### src/rtl/io_pkg.sv
// Shared constants, state encoding and the saturating-step helper for the
// io_control sequencer and its cursor sub-module.
package io_pkg;

  localparam int CANVAS_X0 = 86;
  localparam int CANVAS_Y0 = 36;
  localparam int CANVAS_W  = 145;
  localparam int CANVAS_H  = 193;
  localparam int BRUSH_W   = 11;
  localparam int BRUSH_H   = 15;
  localparam int STEP      = 1;

  // The cursor is the brush's top-left corner, so the brush must still fit
  // inside the canvas at the far bounds.
  localparam logic [7:0] X_MIN  = 8'(CANVAS_X0);
  localparam logic [7:0] X_MAX  = 8'(CANVAS_X0 + CANVAS_W - BRUSH_W);
  localparam logic [7:0] Y_MIN  = 8'(CANVAS_Y0);
  localparam logic [7:0] Y_MAX  = 8'(CANVAS_Y0 + CANVAS_H - BRUSH_H);
  localparam logic [7:0] STEP_W = 8'(STEP);

  localparam logic [14:0] DRAW_LEN  = 15'(BRUSH_W * BRUSH_H);
  localparam logic [14:0] CLEAR_LEN = 15'(CANVAS_W * CANVAS_H);

  localparam logic [2:0] COLOUR_INK = 3'b111;
  localparam logic [2:0] COLOUR_BG  = 3'b000;

  typedef enum logic [1:0] {
    S_RESET,
    S_CLEAR,
    S_IDLE,
    S_DRAW
  } state_t;

  // Opposing pulses cancel; a single pulse moves one STEP and clamps at the bound.
  function automatic logic [7:0] step_pos(input logic [7:0] pos,
                                          input logic       dec,
                                          input logic       inc,
                                          input logic [7:0] lo,
                                          input logic [7:0] hi);
    logic [7:0] res;
    res = pos;
    if (dec && !inc) begin
      res = (pos >= lo + STEP_W) ? pos - STEP_W : lo;
    end else if (inc && !dec) begin
      res = (pos + STEP_W <= hi) ? pos + STEP_W : hi;
    end
    return res;
  endfunction

endpackage

### src/rtl/io_cursor.sv
// Brush cursor position registers; moves only when enabled, saturating at the
// canvas bounds so the brush never leaves the canvas.
module io_cursor
  import io_pkg::*;
(
  input  logic       clock,
  input  logic       reset,
  input  logic       enable,
  input  logic       mv_up,
  input  logic       mv_down,
  input  logic       mv_left,
  input  logic       mv_right,
  output logic [7:0] x_cur,
  output logic [7:0] y_cur
);

  logic [7:0] x_q, x_d;
  logic [7:0] y_q, y_d;

  always_comb begin
    x_d = x_q;
    y_d = y_q;
    if (enable) begin
      x_d = step_pos(x_q, mv_left, mv_right, X_MIN, X_MAX);
      y_d = step_pos(y_q, mv_up, mv_down, Y_MIN, Y_MAX);
    end
  end

  always_ff @(posedge clock) begin
    if (reset) begin
      x_q <= X_MIN;
      y_q <= Y_MIN;
    end else begin
      x_q <= x_d;
      y_q <= y_d;
    end
  end

  assign x_cur = x_q;
  assign y_cur = y_q;

endmodule

### src/rtl/io_control.sv
// Upstream sequencer for io_datapath: turns key pulses into timed draw/erase
// bursts and clears the whole canvas after every reset.
module io_control
  import io_pkg::*;
(
  input  logic       clock,
  input  logic       reset,
  input  logic       mv_up,
  input  logic       mv_down,
  input  logic       mv_left,
  input  logic       mv_right,
  input  logic       draw_req,
  input  logic       clear_req,
  output logic [7:0] x_cur,
  output logic [7:0] y_cur,
  output logic       draw,
  output logic       erase,
  output logic       count_reset,
  output logic       plot,
  output logic [2:0] colour,
  output logic       busy,
  output logic       done
);

  state_t      state_q, state_d;
  logic [14:0] cnt_q, cnt_d;
  logic        done_q, done_d;
  logic        move_en;

  // Moves only land in idle when no burst request wins the same cycle.
  assign move_en = (state_q == S_IDLE) && !clear_req && !draw_req;

  io_cursor u_cursor (
    .clock    (clock),
    .reset    (reset),
    .enable   (move_en),
    .mv_up    (mv_up),
    .mv_down  (mv_down),
    .mv_left  (mv_left),
    .mv_right (mv_right),
    .x_cur    (x_cur),
    .y_cur    (y_cur)
  );

  always_comb begin
    state_d = state_q;
    cnt_d   = cnt_q;
    done_d  = 1'b0;
    unique case (state_q)
      S_RESET: begin
        state_d = S_CLEAR;
        cnt_d   = '0;
      end
      S_CLEAR: begin
        if (cnt_q == CLEAR_LEN - 15'd1) begin
          state_d = S_IDLE;
          cnt_d   = '0;
          done_d  = 1'b1;
        end else begin
          cnt_d = cnt_q + 15'd1;
        end
      end
      S_IDLE: begin
        cnt_d = '0;
        if (clear_req) begin
          state_d = S_CLEAR;
        end else if (draw_req) begin
          state_d = S_DRAW;
        end
      end
      S_DRAW: begin
        if (cnt_q == DRAW_LEN - 15'd1) begin
          state_d = S_IDLE;
          cnt_d   = '0;
          done_d  = 1'b1;
        end else begin
          cnt_d = cnt_q + 15'd1;
        end
      end
      default: begin
        state_d = S_RESET;
        cnt_d   = '0;
      end
    endcase
  end

  always_ff @(posedge clock) begin
    if (reset) begin
      state_q <= S_RESET;
      cnt_q   <= '0;
      done_q  <= 1'b0;
    end else begin
      state_q <= state_d;
      cnt_q   <= cnt_d;
      done_q  <= done_d;
    end
  end

  // Outputs come from registers only, so requests never reach them combinationally.
  always_comb begin
    draw        = 1'b0;
    erase       = 1'b0;
    plot        = 1'b0;
    count_reset = 1'b0;
    colour      = COLOUR_BG;
    busy        = 1'b1;
    unique case (state_q)
      S_CLEAR: begin
        erase       = 1'b1;
        plot        = 1'b1;
        count_reset = 1'b1;
      end
      S_IDLE: begin
        busy = 1'b0;
      end
      S_DRAW: begin
        draw        = 1'b1;
        plot        = 1'b1;
        count_reset = 1'b1;
        colour      = COLOUR_INK;
      end
      default: begin
        busy = 1'b1;
      end
    endcase
  end

  assign done = done_q;

endmodule
### config.mk
export PLATFORM = sky130hd
export DESIGN_NAME = io_control
export DESIGN_NICKNAME = d
export VERILOG_FILES = /design/src/rtl/io_pkg.sv /design/src/rtl/io_cursor.sv /design/src/rtl/io_control.sv
export SDC_FILE = /design/constraint.sdc
export NUM_CORES = 1
export LEC_CHECK = 0
export CORE_MARGIN = 5
export CORE_UTILIZATION = 55
export DETAILED_ROUTE_END_ITERATION = 8
export PLACE_DENSITY = 0.8
export SLEW_MARGIN = 20
export SYNTH_ARGS = -nofsm -noshare
export SYNTH_HDL_FRONTEND = slang
export SYNTH_SLANG_ARGS = --single-unit
### constraint.sdc
create_clock -name clock -period 2.7 [get_ports clock]
set_input_delay 0.54 -clock clock [delete_from_list [all_inputs] [get_ports clock]]
set_output_delay 0.54 -clock clock [all_outputs]
set_load 0.02 [all_outputs]
==> results of run 1 <==
[routing by layer]
metal | routed length, µm | vias to the layer above | track usage
li1 | - | 1119 | -
met1 | 2470 | 992 | 0.249
met2 | 2460 | 60 | 0.326
met3 | 300 | 4 | 0.0501
met4 | 48 | 0 | 0.0563
met5 | 0 | - | 0
[cell families (layout without fill, tap and decap cells)]
family,Yosys count,count (layout),share of synthesized area
compound gates,76,76,0.234
xor+xnor,20,20,0.0737
fa+ha+maj,10,10,0.0526
buf+inv,36,58,0.0726
flops,34,34,0.286
mux,2,2,0.00947
simple gates,122,122,0.272
[flip-flops by register name, indices dropped and copies added (netlist names)]
signal,count
state_q,2
cnt_q,15
done,1
u_cursor.y_cur,8
u_cursor.x_cur,8
[worst paths after layout]
kind | startpoint | to | depth (start not counted)
hold / removal | cnt_q[0] | cnt_q[0] | 1
setup reg to reg | u_cursor.y_cur[0] | u_cursor.y_cur[2] | 7
hold reg to reg | cnt_q[0] | cnt_q[0] | 1
setup / recovery | u_cursor.y_cur[0] | u_cursor.y_cur[2] | 7
[stage by stage]
step                hold WS, ns  power (mW)  std cells  setup WS (ns)  cell area (µm²)
global placement          0.462       0.577        368          0.300             2670
detailed placement        0.463       0.577        368          0.276             2670
finish                    0.474       0.927        374          0.376             2760
global route              0.505       0.970        374          0.196             2760
CTS                       0.478       0.938        374          0.386             2760
floorplan                 0.441       0.553        300          0.621             2380
[worst max-delay path, stage by stage (launching register included)]
cell,delay [ns]
dfxtp_1,0.53
ha_1,0.33
nand3_1,0.28
o21a_1,0.28
o221ai_1,0.27
o21ai_2,0.12
a31oi_4,0.24
a41oi_1,0.13
[cells in the mapped netlist (4+ instances only)]
master	count	area, µm²
nor2_1	32	120
buf_2	6	30.0
ha_1	10	125
nand2b_1	7	43.8
nor3_1	14	70.1
dfxtp_1	34	681
xor2_1	11	96.3
and3_1	6	37.5
inv_1	17	63.8
o21ai_0	14	70.1
nand4_1	4	25.0
xnor2_1	9	78.8
nand3_1	16	80.1
buf_4	6	45.0
nand2_1	21	78.8
a21oi_1	17	85.1
clkbuf_1	5	18.8
[power groups by stage]
stage	sequential [mW]	combinational [mW]	clock [mW]
finish	0.508	0.0584	0.361
global route	0.507	0.0640	0.398
CTS	0.507	0.0587	0.372
detailed placement	0.519	0.0583	0
global placement	0.519	0.0582	0
floorplan	0.518	0.0352	0
[final cells by class]
type / instances / share of cell area
Clock buffer: 6 / 0.0300
Multi-Input combinational cell: 230 / 0.553
Timing Repair Buffer: 34 / 0.122
Inverter: 18 / 0.0245
Sequential cell: 34 / 0.247
Tap cell: 52 / 0.0236
==> flow_metrics.env, run 1 <==
export IMPL_nets=341
export IMPL_leakage_nw=0.984
export IMPL_setup_viol=0
export IMPL_hold_viol=0
export IMPL_drc=0
export IMPL_irDropWorstVdd_mv=0.353
export IMPL_core_um2=4260
export IMPL_multi_input_area_um2=1520
export IMPL_max_cap_violations=0
export IMPL_grt_ovfl_total=0
export IMPL_seqPwrFrac=0.548
export IMPL_hpwl_um=3920
export IMPL_synth_ff_type="dfxtp_1"
export IMPL_p_int_mw=0.726
export IMPL_synthArstFlopShare=0
export IMPL_synth_edff_count=0
export IMPL_syn_inst=300
export IMPL_drive_gt1_frac=0.0745
export IMPL_slew_headroom=0.634
export IMPL_setup_worst_path_end_class="register"
export IMPL_hp_class="reg -> reg"
export IMPL_finish_utilization=0.646
export IMPL_diodes=0
export IMPL_power_frac_comb=0.063
export IMPL_finClkSkew_ns=0.00582
export IMPL_syn_num_nets=318
export IMPL_synth_seq_cells=34
export IMPL_grt_max_degree=16
export IMPL_seq_area_frac_synth=0.286
export IMPL_die_x_um=75.7
export IMPL_p_sw_frac=0.216
export IMPL_area_delta_synth_final_pct=15.9
export IMPL_die_area_um2=5740
export IMPL_outcome="complete, no violations"
export IMPL_crit_fanout=11
export IMPL_worstMarginPinSlew_ns=0.544
export IMPL_ff_latch_area_um2=681
export IMPL_netlist_area_um2=2380
export IMPL_post_drt_wl_per_cell_um=14.1
export IMPL_clk_path_buf_depth=2
export IMPL_grt_util_all_layers=0.196
export IMPL_critPathArrivalTime_ns=2.46
export IMPL_cts_setup_buffers=0
export IMPL_critPathRequiredTime_ns=2.84
export IMPL_portBuffers=32
export IMPL_via_per_inst=5.82
export IMPL_cts_tree="yes"
export IMPL_antenna_found_initial=0
export IMPL_yosysUniqueCellTypes=65
export IMPL_wirelength_um=5280
export IMPL_cts_buffers=5
export IMPL_clkLatencyLatePin_ns=0.28
export IMPL_critPathKind="reg -> reg"
export IMPL_vias=2175
export IMPL_htreeDepth=2
export IMPL_root_buffer="clkbuf_8"
export IMPL_start_util=0.558
export IMPL_layout_commonest_cell="dfxtp_1"
export IMPL_antenna_left=0
export IMPL_fp_dieH_um=75.7
export IMPL_rsz0062_at_grt="no"
export IMPL_clock_sinks=34
export IMPL_io_pins=33
export IMPL_powerDensity_nw_per_um2=336
export IMPL_grt_pass1_wl_um=8910
export IMPL_worst_setup_path_start_kind="register"
export IMPL_fmaxAchievable_mhz=430
export IMPL_row_count=24
export IMPL_net_switching_power_mw=0.200
export IMPL_gp_congestion=0.893
export IMPL_drt_iter0_markers=238
export IMPL_grt_pass1_vias=2048
export IMPL_report_final_slew_viol_count=0
export IMPL_final_cell_mix="34 x dfxtp_1, 32 x nor2_1, 32 x clkdlybuf4s50_1, 21 x nand2_1"
export IMPL_regToRegSetupSlack_ns=0.38
export IMPL_synth_area_per_cell_um2=7.92
export IMPL_min_period_ns=2.32
export IMPL_ys_warn_count=0
export IMPL_tns_ns=0
export IMPL_ctsResizeCount=0
export IMPL_fill_cells=397
export IMPL_drt_pass1_iter_count=4
export IMPL_postCtsHoldBufs=0
export IMPL_pwr_share_clk=0.389
export IMPL_period_share=0.861
export IMPL_clk_pin_slew_ns=0.06
Power figures use the tool's default switching activity.
==> run 2: changes to the inputs <==
--- a/config.mk
+++ b/config.mk
@@ -5,9 +5,11 @@
 export SDC_FILE = /design/constraint.sdc
 export NUM_CORES = 1
 export LEC_CHECK = 0
+export CAP_MARGIN = 20
 export CORE_MARGIN = 5
 export CORE_UTILIZATION = 55
 export DETAILED_ROUTE_END_ITERATION = 8
+export GPL_ROUTABILITY_DRIVEN = 0
 export PLACE_DENSITY = 0.8
 export SLEW_MARGIN = 20
 export SYNTH_ARGS = -nofsm -noshare
==> results of run 2 <==
Same layout as run 1: the final DEF is identical, and so are final timing and power.
==> run 3: changes to the inputs <==
--- a/config.mk
+++ b/config.mk
@@ -8,6 +8,7 @@
 export CAP_MARGIN = 20
 export CORE_MARGIN = 5
 export CORE_UTILIZATION = 55
+export CTS_CLUSTER_SIZE = 30
 export DETAILED_ROUTE_END_ITERATION = 8
 export GPL_ROUTABILITY_DRIVEN = 0
 export PLACE_DENSITY = 0.8
==> results of run 3 <==
Same layout as run 1: the final DEF is identical, and so are final timing and power.
